### config.mk
export PLATFORM = sky130hd
export DESIGN_NAME = muldiv_issue_ctrl
export DESIGN_NICKNAME = d
export VERILOG_FILES = /design/src/rtl/muldiv_issue_ctrl_pkg.sv /design/src/rtl/muldiv_issue_ctrl.sv
export SDC_FILE = /design/constraint.sdc
export NUM_CORES = 1
export LEC_CHECK = 0
export ABC_AREA = 1
export BUFFER_PORTS_ARGS = -buffer_cell sky130_fd_sc_hd__buf_2
export CORE_UTILIZATION = 54
export CTS_CLUSTER_SIZE = 16
export DETAILED_ROUTE_END_ITERATION = 10
export PLACE_DENSITY = 0.85
export SLEW_MARGIN = 20
export SYNTH_ARGS = -nofsm -noshare
export SYNTH_HDL_FRONTEND = slang
export SYNTH_SLANG_ARGS = --single-unit
### constraint.sdc
create_clock -name clk -period 2.5 [get_ports clk]
set_input_delay 0.125 -clock clk [delete_from_list [all_inputs] [get_ports clk]]
set_output_delay 0.125 -clock clk [all_outputs]
set_load 0.05 [all_outputs]
### src/rtl/muldiv_issue_ctrl_pkg.sv
`default_nettype none
// ============================================================================
// Module      : muldiv_issue_ctrl_pkg
// Description : Shared definitions for the EX-stage divider issue controller.
//               Contains the op codes, the controller state encoding, the
//               HI/LO split of the divider result and a small decode helper.
// Revision    : 1.0 - initial release
// ============================================================================
package muldiv_issue_ctrl_pkg;

  // EX-stage op codes seen by the controller
  localparam logic [2:0] OP_NONE = 3'd0;
  localparam logic [2:0] OP_DIV  = 3'd1;
  localparam logic [2:0] OP_DIVU = 3'd2;
  localparam logic [2:0] OP_MTHI = 3'd3;
  localparam logic [2:0] OP_MTLO = 3'd4;

  // Controller state encoding
  localparam logic [1:0] ST_IDLE  = 2'd0;
  localparam logic [1:0] ST_ISSUE = 2'd1;
  localparam logic [1:0] ST_WAIT  = 2'd2;
  localparam logic [1:0] ST_DONE  = 2'd3;

  // Divider result layout: {remainder -> HI, quotient -> LO}
  localparam int HI_MSB = 63;
  localparam int HI_LSB = 32;
  localparam int LO_MSB = 31;
  localparam int LO_LSB = 0;

  // True for the two ops that need the iterative divider
  function automatic logic is_div_op(input logic [2:0] op);
    return (op == OP_DIV) || (op == OP_DIVU);
  endfunction

endpackage : muldiv_issue_ctrl_pkg
`default_nettype wire

### src/rtl/muldiv_issue_ctrl.sv
`default_nettype none
// ============================================================================
// Module      : muldiv_issue_ctrl
// Description : Initiator side of the iterative divider Start/Annul/Ready
//               handshake in the EX stage. Issues DIV/DIVU, stalls IF..EX
//               until the divider answers, owns HI/LO, executes MTHI/MTLO,
//               annuls the divider on EX flush or watchdog expiry.
// Revision    : 1.0 - initial release
//
// Ports
//   clk, rst           : clock, synchronous active-high reset
//   op_valid/op        : EX instruction valid and op code
//   op_a, op_b         : rs (dividend / MTHI/MTLO source), rt (divisor)
//   ex_flush           : kill the current EX instruction
//   ex_stall           : freeze IF..EX
//   busy               : controller not idle
//   div_start          : divider Start, high for the whole operation
//   div_signed         : divider Signed (registered)
//   div_a, div_b       : registered dividend / divisor
//   div_annul          : one-cycle divider abort
//   div_result         : {remainder, quotient} from the divider
//   div_ready          : divider result valid, held while Start is high
//   hi, lo             : architectural HI/LO registers
//   timeout_err        : sticky watchdog flag
// ============================================================================
module muldiv_issue_ctrl
  import muldiv_issue_ctrl_pkg::*;
#(
  parameter int TIMEOUT = 15
) (
  input  logic        clk,
  input  logic        rst,
  input  logic        op_valid,
  input  logic [2:0]  op,
  input  logic [31:0] op_a,
  input  logic [31:0] op_b,
  input  logic        ex_flush,
  output logic        ex_stall,
  output logic        busy,
  output logic        div_start,
  output logic        div_signed,
  output logic [31:0] div_a,
  output logic [31:0] div_b,
  output logic        div_annul,
  input  logic [63:0] div_result,
  input  logic        div_ready,
  output logic [31:0] hi,
  output logic [31:0] lo,
  output logic        timeout_err
);

  localparam int              c_cnt_w   = (TIMEOUT < 1) ? 1 : $clog2(TIMEOUT + 1);
  localparam logic [c_cnt_w-1:0] c_cnt_lim = c_cnt_w'(TIMEOUT);

  logic [1:0]         r_state;
  logic [1:0]         w_next_state;
  logic [c_cnt_w-1:0] r_cnt;
  logic [63:0]        r_hold;
  logic [31:0]        r_hi;
  logic [31:0]        r_lo;
  logic [31:0]        r_div_a;
  logic [31:0]        r_div_b;
  logic               r_div_signed;
  logic               r_terr;

  logic w_idle_op;
  logic w_accept;
  logic w_active;
  logic w_wait_ready;
  logic w_flush_abort;
  logic w_timeout;
  logic w_capture;

  // A valid, unflushed instruction presented while idle
  assign w_idle_op     = (r_state == ST_IDLE) && op_valid && !ex_flush;
  // A zero divisor never reaches the divider; HI/LO are left alone
  assign w_accept      = w_idle_op && is_div_op(op) && (op_b != 32'd0);
  assign w_active      = (r_state == ST_ISSUE) || (r_state == ST_WAIT);
  // Ready is only trusted in WAIT: in ISSUE it may still be left over
  // from the previous operation
  assign w_wait_ready  = (r_state == ST_WAIT) && div_ready;
  assign w_flush_abort = w_active && ex_flush;
  assign w_timeout     = w_active && !ex_flush && !w_wait_ready && (r_cnt == c_cnt_lim);
  assign w_capture     = w_wait_ready && !ex_flush;

  assign ex_stall    = w_accept || w_active;
  assign busy        = (r_state != ST_IDLE);
  assign div_start   = w_active && !ex_flush && !w_timeout;
  assign div_annul   = w_flush_abort || w_timeout;
  assign div_signed  = r_div_signed;
  assign div_a       = r_div_a;
  assign div_b       = r_div_b;
  assign hi          = r_hi;
  assign lo          = r_lo;
  assign timeout_err = r_terr;

  always_comb begin
    w_next_state = r_state;
    case (r_state)
      ST_IDLE: begin
        if (w_accept) w_next_state = ST_ISSUE;
      end
      ST_ISSUE: begin
        if (w_flush_abort || w_timeout) w_next_state = ST_IDLE;
        else                            w_next_state = ST_WAIT;
      end
      ST_WAIT: begin
        if (w_flush_abort || w_timeout) w_next_state = ST_IDLE;
        else if (w_capture)             w_next_state = ST_DONE;
      end
      // DONE always returns to IDLE so the instruction is never re-issued
      default: w_next_state = ST_IDLE;
    endcase
  end

  always_ff @(posedge clk) begin
    if (rst) begin
      r_state      <= ST_IDLE;
      r_cnt        <= '0;
      r_hold       <= '0;
      r_hi         <= '0;
      r_lo         <= '0;
      r_div_a      <= '0;
      r_div_b      <= '0;
      r_div_signed <= 1'b0;
      r_terr       <= 1'b0;
    end else begin
      r_state <= w_next_state;

      if (w_accept) begin
        r_div_a      <= op_a;
        r_div_b      <= op_b;
        r_div_signed <= (op == OP_DIV);
        r_cnt        <= '0;
      end else if (w_active) begin
        r_cnt <= r_cnt + c_cnt_w'(1);
      end

      if (w_capture) r_hold <= div_result;

      if (w_timeout) r_terr <= 1'b1;

      // HI/LO writers: MTHI/MTLO while idle, divider result in DONE
      if (w_idle_op && (op == OP_MTHI)) r_hi <= op_a;
      if (w_idle_op && (op == OP_MTLO)) r_lo <= op_a;
      if ((r_state == ST_DONE) && !ex_flush) begin
        r_hi <= r_hold[HI_MSB:HI_LSB];
        r_lo <= r_hold[LO_MSB:LO_LSB];
      end
    end
  end

endmodule : muldiv_issue_ctrl
`default_nettype wire

==> flow_summary.toml <==
[status]
outcome = "finished, final reports clean"

[sta]
rsz0062_at_grt = "no"
fmax_mhz = 430
clock_skew_ns = 0.00753
tns_ns = 0
slew_headroom_pct = 51.2
min_period_ns = 2.33
finalCritPeriodShare_pct = 93.0
tightest_slew_ns = 0.732
drv_slew = 0
setup_violations = 0
final_hold_viol_count = 0

[logic_synthesis]
syn_inst = 1063
synth_seq_cells = 200
asyncSetResetFlopFracSynth_pct = 0
avgSynthCellArea_um2 = 7.37
synth_fp_nets = 1205
synth.most_common_cell = "dfxtp_1"
synth_edf_count = 0
yosys.area.top_type_share_pct = 51.1
yosys.area.top_type = "dfxtp_1"
yosysWarningCount = 0
synthTopCellsByArea = "dfxtp_1, nor2_1, nand2_1, o21ai_0, a21oi_1"
syn_area_um2 = 7830
yosysSeqAreaShare_pct = 51.1
ys_types = 26
dominantRegCellSynth = "dfxtp_1"
synthTopCellsByCount = "dfxtp_1, nor2_1, nand2_1"

[setup_path]
slowest_delay_ns = 0.36
cp.arrival_ns = 2.20
critPathBufInv = 3
path_depth = 10
path_cells = "inv_1, ha_1, nand2_1, nor2_2, nand2_2, nor3_4, o21ai_4, buf_12, nand2_1, buf_4"
critPathLaunchType = "flop"
cp.required_ns = 2.38
r2r_slack_ns = 0.41
critPathMaxFanout = 42
path_common_cell = "nand2_1"
critPathKind = "reg2out"
critical_path.top_delay_family = "simple AND/OR/NAND/NOR gates"
end_kind = "primary output"
crit_slowest_cell = "dfxtp_1"
ff2ff_path_depth = 11

[grt]
antenna_found_initial = 1
grt_overflow_total = 0
grt_pass1_wl_um = 40600
grt.total_usage_pct = 35.2
grt_max_degree = 76
grt_pass1_vias = 8370

[floorplan]
die_x_um = 122
floorplan.die_area_um2 = 15000
start_util_pct = 56.0
core_area_um2 = 14000
num_rows = 43
num_io_pins = 270
die_h_um = 122

[routing]
drt.antenna.violating_nets = 0
routedWlPerCell_um = 16.7
drc_errors = 0
viasPerCell = 5.39
firstDrtPassIters = 5
via_count = 8603
drt_iter0_markers = 958
drt-total-wl_um = 26600

[placed_design]
port-buffer-count = 269
dpl.cell_count = 1458
dpl.hpwl_um = 15600
globalplace.congestion = 0.901

[power]
power_w = 0.00781
p_sw_share_pct = 32.7
ir_drop_uv = 523
power_leakage_nw = 4.94
p_clk_share_pct = 32.0
p_int_w = 0.00526
seq_power_share_pct = 45.7
power_density_nw_per_um2 = 716
combPwrFrac_pct = 22.3
p_switching_w = 0.00255

[clock_tree]
insertion_delay_ns = 0.43
clk_pin_slew_ns = 0.07
cts_sinks = 200
numCtsBuffers = 17
ctsRootBufferMaster = "clkbuf_16"
cts_tree = "built"
cts-htree-levels = 4
cts_buffer_depth = 2

[layout]
multi_input_area_um2 = 3140
final_layout_size_suffix_gt1_share_pct = 23.3
fin_cells = 1595
syn2layout_area_growth_pct = 39.3
num-nets-final = 1545
seqCellArea_um2 = 4000
fillerInstances = 996

[flow_run]
drv_cap = 0

[min_path]
worstHoldPathCells = 3
hp-class = "in2reg"
-- power groups by stage --
stage / clock, W / combinational [W] / sequential, W
after floorplan: 0 / 0.000695 / 0.00400
after global placement: 0 / 0.00154 / 0.00361
after detailed placement: 0 / 0.00156 / 0.00362
after CTS: 0.00250 / 0.00170 / 0.00355
after global routing: 0.00265 / 0.00187 / 0.00358
final: 0.00250 / 0.00174 / 0.00356
-- flip-flops by register name, indices dropped and copies added (netlist names) --
signal,cells
hi,32
r_state,2
timeout_err,1
lo,32
r_hold,64
div_signed,1
div_a,32
r_cnt,4
div_b,32
-- layout by cell type, fill, tap and decap left out, types with 6 or more instances in the layout --
master	Yosys	final
dfxtp_1	200	200
buf_2	18	268
a31oi_1	48	48
a21oi_1	86	86
buf_12	0	6
buf_4	1	14
clkinv_2	0	6
nor2_1	190	188
clkbuf_16	0	17
dlygate4sd3_1	0	102
nand2_1	187	186
inv_1	112	110
ha_1	6	6
a22oi_1	15	15
o21ai_0	128	128
-- logic make-up (layout without fill, tap and decap cells) --
logic type,after synthesis,in the layout,synth area share [%]
simple gates,388,388,18.9
other cells,0,1,0
xor+xnor,3,3,0.336
fa+ha+maj,6,6,0.958
buf+inv,183,533,9.20
flops,200,200,51.1
compound gates,283,284,19.5
-- metrics by stage --
stage                     area [µm²]  worst slack, ns  hold slack, ns  utilization (%)
after floorplan                 7830            0.232           0.260                -
after global routing           10900           0.0414          0.0233             78.0
after CTS                      10900           0.0464         0.00143             77.8
final                          10900            0.174          0.0138             78.0
after global placement          9320            0.529           0.346             66.6
after detailed placement        9320            0.458           0.352             66.6
-- final cells by class --
type / instances / share of cell area, %
clock buffer: 19 / 4.06
inverter: 113 / 3.91
timing repair buffer: 390 / 23.7
multi-input combinational: 681 / 28.8
tap: 180 / 2.06
sequential: 200 / 36.7
clock inverter: 11 / 0.700
antenna: 1 / 0.0229
-- worst min-delay path: stages --
cell     delay [ns]
buf_2          0.09
o21ai_0        0.08
a21oi_1        0.11
-- repair_timing --
action,CTS,global route
buffers inserted,0,3
resized for setup,2,2
cloned,1,0
pin swaps,0,1
hold buffers,102,0
hold endpoints to repair,102,0
setup endpoints to repair,1,1
-- final timing paths --
check,start,to
min,op_b[3],div_b[3]$_SDFFE_PP0P_
max reg2reg,r_state[0]$_SDFFE_PP0P_,div_a[13]$_SDFFE_PP0P_
min reg2reg,div_b[9]$_SDFFE_PP0P_,div_b[9]$_SDFFE_PP0P_
max,r_state[0]$_SDFFE_PP0P_,ex_stall
-- per-layer routing --
| layer | vias to the layer above | global-route usage (%) | part of all wire [%] |
|---|---|---|---|
| met5 | - | 0 | 0 |
| met4 | 0 | 20.7 | 5.0 |
| met3 | 112 | 9.29 | 9.2 |
| met2 | 506 | 57.2 | 46 |
| met1 | 3904 | 41.6 | 40 |
| li1 | 4081 | - | - |
(Power assumes the default switching activity.)
